==> src/rtl/mips_pkg.sv <==
// Shared definitions for the MIPS pipeline control blocks.
// Holds the run-controller state encodings, the exit-syscall code and the
// default datapath widths used by run_ctrl and related units.
package mips_pkg;

    typedef enum logic [1:0] {
        PAUSE = 2'd0,
        RUN   = 2'd1,
        STEP  = 2'd2,
        HALT  = 2'd3
    } run_state_t;

    // v0 value that requests program termination
    localparam logic [31:0] SYSCALL_EXIT = 32'ha;

    localparam int DATA_WIDTH_DEF   = 32;
    localparam int SYSCNT_WIDTH_DEF = 8;

endpackage

==> src/rtl/edge_detect.sv <==
// Rising-edge detector for a synchronous level input.
// Ports:
//   clk  - system clock
//   rst  - asynchronous active-low reset
//   d    - synchronous level input
//   rise - one-cycle pulse while d is high and was low the previous cycle
module edge_detect (
    input  logic clk,
    input  logic rst,
    input  logic d,
    output logic rise
);

    logic d_q;

    always_ff @(posedge clk or negedge rst) begin
        if (!rst) begin
            d_q <= 1'b0;
        end else begin
            d_q <= d;
        end
    end

    assign rise = d & ~d_q;

endmodule

==> src/rtl/run_ctrl.sv <==
// Run controller for the 5-stage MIPS pipeline.
// Produces the single pipeline enable (pipeline registers, PC, LO and the
// data-memory write strobe) and sequences free-run, single-step, breakpoint
// pause and exit-syscall halt. Also latches a0 on display syscalls for the
// LED unit and counts enabled cycles.
//
// Optional feature macro: RUN_CTRL_BP_EN
//   defined   - breakpoint comparator, resume-skip and bp_hit present
//   undefined - no breakpoint; bp_en/bp_addr/pc are ignored, bp_hit tied 0
//
// Ports:
//   clk, rst (async active-low)
//   en        - run switch (level)
//   step      - single-step button (synchronous level, rising edge acts)
//   halt_req  - WB-stage exit syscall
//   disp_req  - WB-stage display syscall
//   pc        - IF-stage PC
//   bp_en, bp_addr - breakpoint enable / address
//   a0_data   - $a0 value
//   pipe_en   - pipeline enable (combinational)
//   halted    - controller is in HALT
//   bp_hit    - last pause came from the breakpoint
//   led_data  - a0 captured at the last display syscall
//   sys_count - display syscalls retired (wraps)
//   cycle_count - enabled cycles (wraps)
module run_ctrl
    import mips_pkg::*;
#(
    parameter int DATA_WIDTH   = DATA_WIDTH_DEF,
    parameter int SYSCNT_WIDTH = SYSCNT_WIDTH_DEF
) (
    input  logic                    clk,
    input  logic                    rst,
    input  logic                    en,
    input  logic                    step,
    input  logic                    halt_req,
    input  logic                    disp_req,
    input  logic [DATA_WIDTH-1:0]   pc,
    input  logic                    bp_en,
    input  logic [DATA_WIDTH-1:0]   bp_addr,
    input  logic [DATA_WIDTH-1:0]   a0_data,
    output logic                    pipe_en,
    output logic                    halted,
    output logic                    bp_hit,
    output logic [DATA_WIDTH-1:0]   led_data,
    output logic [SYSCNT_WIDTH-1:0] sys_count,
    output logic [DATA_WIDTH-1:0]   cycle_count
);

    run_state_t state, next_state;
    logic       step_rise;
    logic       bp_match;

    edge_detect u_step_edge (
        .clk  (clk),
        .rst  (rst),
        .d    (step),
        .rise (step_rise)
    );

`ifdef RUN_CTRL_BP_EN
    // skip masks the comparator for the first enabled cycle after leaving
    // PAUSE so that resuming at bp_addr fetches it instead of re-triggering.
    logic skip;
    logic leave_pause;

    assign bp_match    = bp_en & (pc == bp_addr) & ~skip;
    assign leave_pause = (state == PAUSE) & (next_state != PAUSE);

    always_ff @(posedge clk or negedge rst) begin
        if (!rst) begin
            skip   <= 1'b0;
            bp_hit <= 1'b0;
        end else begin
            if (leave_pause) begin
                skip <= 1'b1;
            end else if (pipe_en) begin
                skip <= 1'b0;
            end

            if ((state == RUN) & ~halt_req & bp_match) begin
                bp_hit <= 1'b1;
            end else if (leave_pause) begin
                bp_hit <= 1'b0;
            end
        end
    end
`else
    logic unused_bp;

    assign bp_match  = 1'b0;
    assign bp_hit    = 1'b0;
    assign unused_bp = ^{bp_en, bp_addr, pc};
`endif

    // Enable drops in the same cycle as an exit syscall or breakpoint so the
    // syscall stays in WB and a pending store does not commit.
    assign pipe_en = ((state == RUN) | (state == STEP)) & ~halt_req
                   & ~((state == RUN) & bp_match);
    assign halted  = (state == HALT);

    always_ff @(posedge clk or negedge rst) begin
        if (!rst) begin
            state <= PAUSE;
        end else begin
            state <= next_state;
        end
    end

    always_comb begin
        next_state = state;
        case (state)
            PAUSE: begin
                if (en) begin
                    next_state = RUN;
                end else if (step_rise) begin
                    next_state = STEP;
                end
            end
            RUN: begin
                if (halt_req) begin
                    next_state = HALT;
                end else if (bp_match) begin
                    next_state = PAUSE;
                end else if (!en) begin
                    next_state = PAUSE;
                end
            end
            STEP: begin
                next_state = halt_req ? HALT : PAUSE;
            end
            HALT: begin
                next_state = HALT;
            end
            default: begin
                next_state = PAUSE;
            end
        endcase
    end

    // pipe_en already excludes halt_req, so a simultaneous halt/display
    // request never updates the LED latch.
    always_ff @(posedge clk or negedge rst) begin
        if (!rst) begin
            led_data    <= '0;
            sys_count   <= '0;
            cycle_count <= '0;
        end else begin
            if (pipe_en) begin
                cycle_count <= cycle_count + 1'b1;
            end
            if (disp_req & pipe_en) begin
                led_data  <= a0_data;
                sys_count <= sys_count + 1'b1;
            end
        end
    end

endmodule

==> config.mk <==
export PLATFORM = sky130hd
export DESIGN_NAME = run_ctrl
export DESIGN_NICKNAME = d
export VERILOG_FILES = /design/src/rtl/mips_pkg.sv /design/src/rtl/edge_detect.sv /design/src/rtl/run_ctrl.sv
export SDC_FILE = /design/constraint.sdc
export NUM_CORES = 1
export LEC_CHECK = 0
export CORE_AREA = 2 2 100 102
export CTS_CLUSTER_SIZE = 28
export DETAILED_ROUTE_END_ITERATION = 8
export DIE_AREA = 0 0 102 104
export PLACE_DENSITY = 0.78
export SLEW_MARGIN = 5
export SYNTH_ARGS = -nofsm -noshare
export SYNTH_HDL_FRONTEND = slang
export SYNTH_HIERARCHICAL = 1
export SYNTH_SLANG_ARGS = --single-unit
==> constraint.sdc <==
create_clock -name clk -period 2 [get_ports clk]
set_input_delay 0.3 -clock clk [delete_from_list [all_inputs] [get_ports clk]]
set_output_delay 0.3 -clock clk [all_outputs]
set_load 0.05 [all_outputs]
# Word-level counts from Yosys, hierarchy flattened
# Index checks and enable logic that the tools add are counted.
[word_totals] reg_bits=75 input_bits=103 output_inout_bits=75
[classes] eq_ne=5 reduce_logical=2 n_mux=6 add_sub_neg=2 n_bitwise=6
[ops] operator="adder 32 x 1 -> 32 bit (second input constant)" n=1
[ops] operator="2-to-1 mux 2 bit" n=5
[ops] operator="adder 8 x 1 -> 8 bit (second input constant)" n=1
[ops] operator="one-hot mux 2 bit (4 select lines)" n=1
[ops] operator="!= test 3 bit (second input constant)" n=2
[ops] operator="equality test 2 bit (second input constant)" n=2
[ops] operator="bitwise AND 1 bit" n=3
[ops] operator="equality test 2 x 1 -> 1 bit (second input constant)" n=1
[ops] operator="zero test 2 bit" n=1
[ops] operator="inverter 1 bit" n=2
[ops] operator="AND reduction 2 bit" n=1
[ops] operator="bitwise OR 1 bit" n=1

# Depth between registers and ports, before layout
[logic_depth] word_depth=5 mapped_depth=9 depth_no_buf=6

# Hierarchy
# The synthesis kept the hierarchy.
[by_module_without_submodules] module="run_ctrl" cells_per_inst=318 area_each_um2=3244.4 n_inst=1
[by_module_without_submodules] module="edge_detect" cells_per_inst=2 area_each_um2=38.8 n_inst=1

# Least setup slack after synthesis
# No wires, ideal clock.
[synth_timing] path_kind="register to register" from="reg state[0]" to="reg sys_count[1]" arrival_ns=1.864 slack_ns=0.070 stages_incl_launch_ff=10 synth_period_minus_slack_ns=1.930 t_required_ns=1.933 cell_sequence="dfrtp_1 inv_1 ha_1 nor2b_1 buf_2 and2_1 buf_2 clkbuf_1 nand2_1 nand2_1"
[synth_via] elab_chain_len=4 elab_cells_between_ends=5 cone_classes="eq/ne (2); bitwise (3)"
[synth_rtl] item="start: declaration" line_no="run_ctrl.sv:50" source="run_state_t state, next_state;"
[synth_rtl] item="start signal: assignment" line_no="run_ctrl.sv:106" source="state <= next_state;"
[synth_rtl] item="equality test 2 x 1 -> 1 bit or equality test 2 bit (tied branches)" line_no="run_ctrl.sv:98" source="assign pipe_en = ((state == RUN) | (state == STEP)) & ~halt_req"
[synth_rtl] item="bitwise OR 1 bit (*)" line_no="run_ctrl.sv:98"
[synth_rtl] item="bitwise AND 1 bit (*)" line_no="run_ctrl.sv:98"
[synth_rtl] item="via pipe_en" line_no="run_ctrl.sv:42" source="output logic pipe_en,"
[synth_rtl] item="bitwise AND 1 bit (*)" line_no="run_ctrl.sv:152" source="if (disp_req & pipe_en) begin"
[synth_rtl] item="end signal: assignment" line_no="run_ctrl.sv:154" source="sys_count <= sys_count + 1'b1;"
[synth_rtl] item="end: declaration" line_no="run_ctrl.sv:46" source="output logic [SYSCNT_WIDTH-1:0] sys_count,"
# Mark *: on every way through the listed nets, which the timed path passes. The rest lies on a longest branch.
# A chain may end at the register's enable or synchronous reset.

# Worst setup path after layout
[layout_timing] from="reg cycle_count[4]" to="out cycle_count[4]"
[layout_rtl] item="start: declaration" line_no="run_ctrl.sv:47" source="output logic [DATA_WIDTH-1:0] cycle_count"
[layout_rtl] item="start signal: assignment" line_no="run_ctrl.sv:150" source="cycle_count <= cycle_count + 1'b1;"
# No word-level cell between the ends.

==> results.ini <==
[floorplan]
num_rows = 36
die_h_um = 104
start_util_pct = 34.4
core-area_um2 = 9550
pin_count = 178
dieWidth_um = 102
die_area_um2 = 10600

[hold_path]
hold_depth = 1
hold_path_class = input pin to register

[sta]
drv_slew = 0
hold_viol = 0
setup_ws_ns = 0.0805
fmax_mhz = 521
rsz0062_at_grt = no
fin_crit_sh_pct = 96.0
max_slew_margin_pct = 63.8
finalSetupViolCount = 0
fin_hold_ws_ns = 0.431
fin_skew_ns = 0.00740
worst_slew_pin_slew_ns = 0.541
fin_crit_ns = 1.92

[critical_path]
worstPathArrival_ns = 1.62
slowest_delay_ns = 0.84
crit_start = cycle_count[4]
startpoint_type = register
crit_family = buffers and inverters
crit_fanout = 5
crit_end = cycle_count[4]
critPathRequiredTime_ns = 1.70
critPathBufInv = 1
critPathKind = register to output port
r2r_end = cycle_count[31]
worstSetupEndpointType = output port
rrSetupSlack_ns = 0.17
timing.rr.start = state[1]
r2r_cells = 6
cp.depth = 1
crit_slowest_cell = clkdlybuf4s50_1
critical_path.cell_chain = clkdlybuf4s50_1

[grt]
grt_pass1_vias = 2747
overflow = 0
grt_max_degree = 42
antenna_found_initial = 0
grt.total_usage_pct = 15.9
grt_pass1_wl_um = 13400

[power]
power_density_nw_per_um2 = 1480
p_leak_nw = 2.35
vdd_drop_max_mv = 1.01

[detailed_routing]
final_antenna_net_count = 0
initialDrtViolationCount = 102
wl_per_cell_um = 13.5
via_per_inst = 4.53
vias = 2627
wirelength_um = 7830
firstDrtPassIters = 4
drc = 0

[synthesis]
syn_inst = 320
yosysTopAreaCellShare_pct = 57.2
yosys_warnings = 6
synth_cell_types = 34
synth_area_per_cell_um2 = 10.3
synth_top_cell_by_area = dfrtp_1
synth_area_um2 = 3280
netlist_top_cells_area = dfrtp_1, nand2_1, xor2_1
syn-num-nets = 429
synth_seq_cells = 75
yosysSeqAreaShare_pct = 57.2

[place]
place_congestion = 0.729
hpwlAfterDp_um = 5680
io_buffer_count = 111
place_ws_ns = -0.0235

[clocking]
cts_max_level = 3
numCtsBuffers = 9
cts_buffer_depth = 2
clk_latency_ns = 0.34
path_clk_slew_ns = 0.08
clock-sinks = 75
cts-root-buf = clkbuf_8
cts_tree = built

[finish]
nets = 551
area_growth_pct = 49.9
multi_input_area_um2 = 1330
n_antenna_cell = 0
seq_area_um2 = 1880
drive_gt1_share_pct = 10.5
fillers = 873

[outcome]
status = complete, no violations

[job]
maxCapViolations = 0

## per-stage QoR
step	cells	util, %	setup TNS, ns	cell area, µm²	power, mW
after CTS	578	51.1	0	4880	7.33
after detailed placement	560	48.1	-0.0235	4590	5.71
after global placement	560	48.1	0	4590	5.61
after global routing	580	51.5	0	4920	7.69
after floorplan	320	-	0	3280	4.41
final	580	51.5	0	4920	7.28
## metal layers
| metal | global-route usage, % | vias to the layer above | routed length [µm] |
|---|---|---|---|
| li1 | - | 1277 | - |
| met1 | 19.9 | 1266 | 3320 |
| met2 | 25.6 | 78 | 3880 |
| met3 | 6.12 | 6 | 564 |
| met4 | 4.38 | 0 | 62 |
| met5 | 0 | - | 0 |
## worst register-to-register path, cell delays in order, from the launching register on
cell     delay (ns)
dfrtp_1        0.37
inv_2          0.05
ha_1           0.29
and4b_2        0.32
nand2_2        0.19
nor4_2         0.35
xor2_1         0.18
## repair_timing
action                                 in CTS  in global routing
endpoints found under the hold margin      34                  0
gates resized for setup                     3                  6
setup buffers                               1                  2
setup endpoints to repair                   4                  6
hold buffers                                1                  0
## cell type report
class                           count  share of cell area [%]
Sequential cell                    75                    38.1
Multi-Input combinational cell    225                    27.1
Timing Repair Buffer              124                    25.3
Tap cell                          133                    3.38
Clock buffer                       12                    3.15
Clock inverter                      4                    2.44
Inverter                            7                   0.534
## Yosys cell counts
cell	number
a211oi_1	1
conb_1	1
mux2_2	1
nor4_2	6
dfrtp_1	75
xnor2_1	18
nor4_1	3
buf_4	2
nor2_1	7
and2_1	3
nand2_1	114
nor3_1	4
nand2_2	2
nand3_1	11
nor4_4	1
nor4b_1	1
nor2b_1	1
buf_6	1
nor2b_4	1
a32oi_1	1
and4_1	4
clkbuf_1	7
nand3b_1	1
and3_1	5
clkbuf_2	1
and4b_1	1
nand4_4	1
xor2_1	20
nand4_1	7
inv_1	7
ha_1	6
o21ai_0	2
a21oi_1	2
buf_2	2
## flip-flops by register name (all words and copies together), names as in the netlist
register and flops:
led_data 32, state 2, cycle_count 32, sys_count 8, u_step_edge/d_q 1
## worst min path at each step
stage / to / from / slack (ns)
floorplan: cycle_count[0] / rst / 0.004
detailed placement: cycle_count[15] / rst / 0.29
global placement: cycle_count[15] / rst / 0.29
CTS: u_step_edge/d_q / step / 0.41
global route: u_step_edge/d_q / step / 0.42
finish: u_step_edge/d_q / step / 0.43
## kinds of logic after synthesis
logic type | Yosys count | share of synthesized area (%)
flops | 75 | 57.2
compound gates | 6 | 1.11
buf+inv | 20 | 2.86
simple gates | 173 | 26.0
other cells | 1 | 0.114
mux | 1 | 0.343
xor+xnor | 38 | 10.1
fa+ha+maj | 6 | 2.29
## report_power, final
group	leakage, nW	total, mW	switching [mW]	internal (mW)
Clock	0.137	1.57	0.550	1.02
Sequential	0.964	2.23	0.289	1.94
Combinational	1.25	3.48	2.28	1.20
## cells in the final DEF, fill, tap and decap left out, drive strengths merged, types with 2 or more instances in the layout
cell type        n
dfrtp           75
a21oi            2
and3             5
ha               6
nand3           11
nor2b            2
nand2          116
clkbuf          12
xnor2           18
dlygate4sd2      2
nor3             4
buf             14
nor4            10
and2             3
and4             4
inv              7
xor2            20
nor2             7
o21ai            2
bufinv           4
nand4            8
clkdlybuf4s50  106
(Power assumes the default switching activity.)
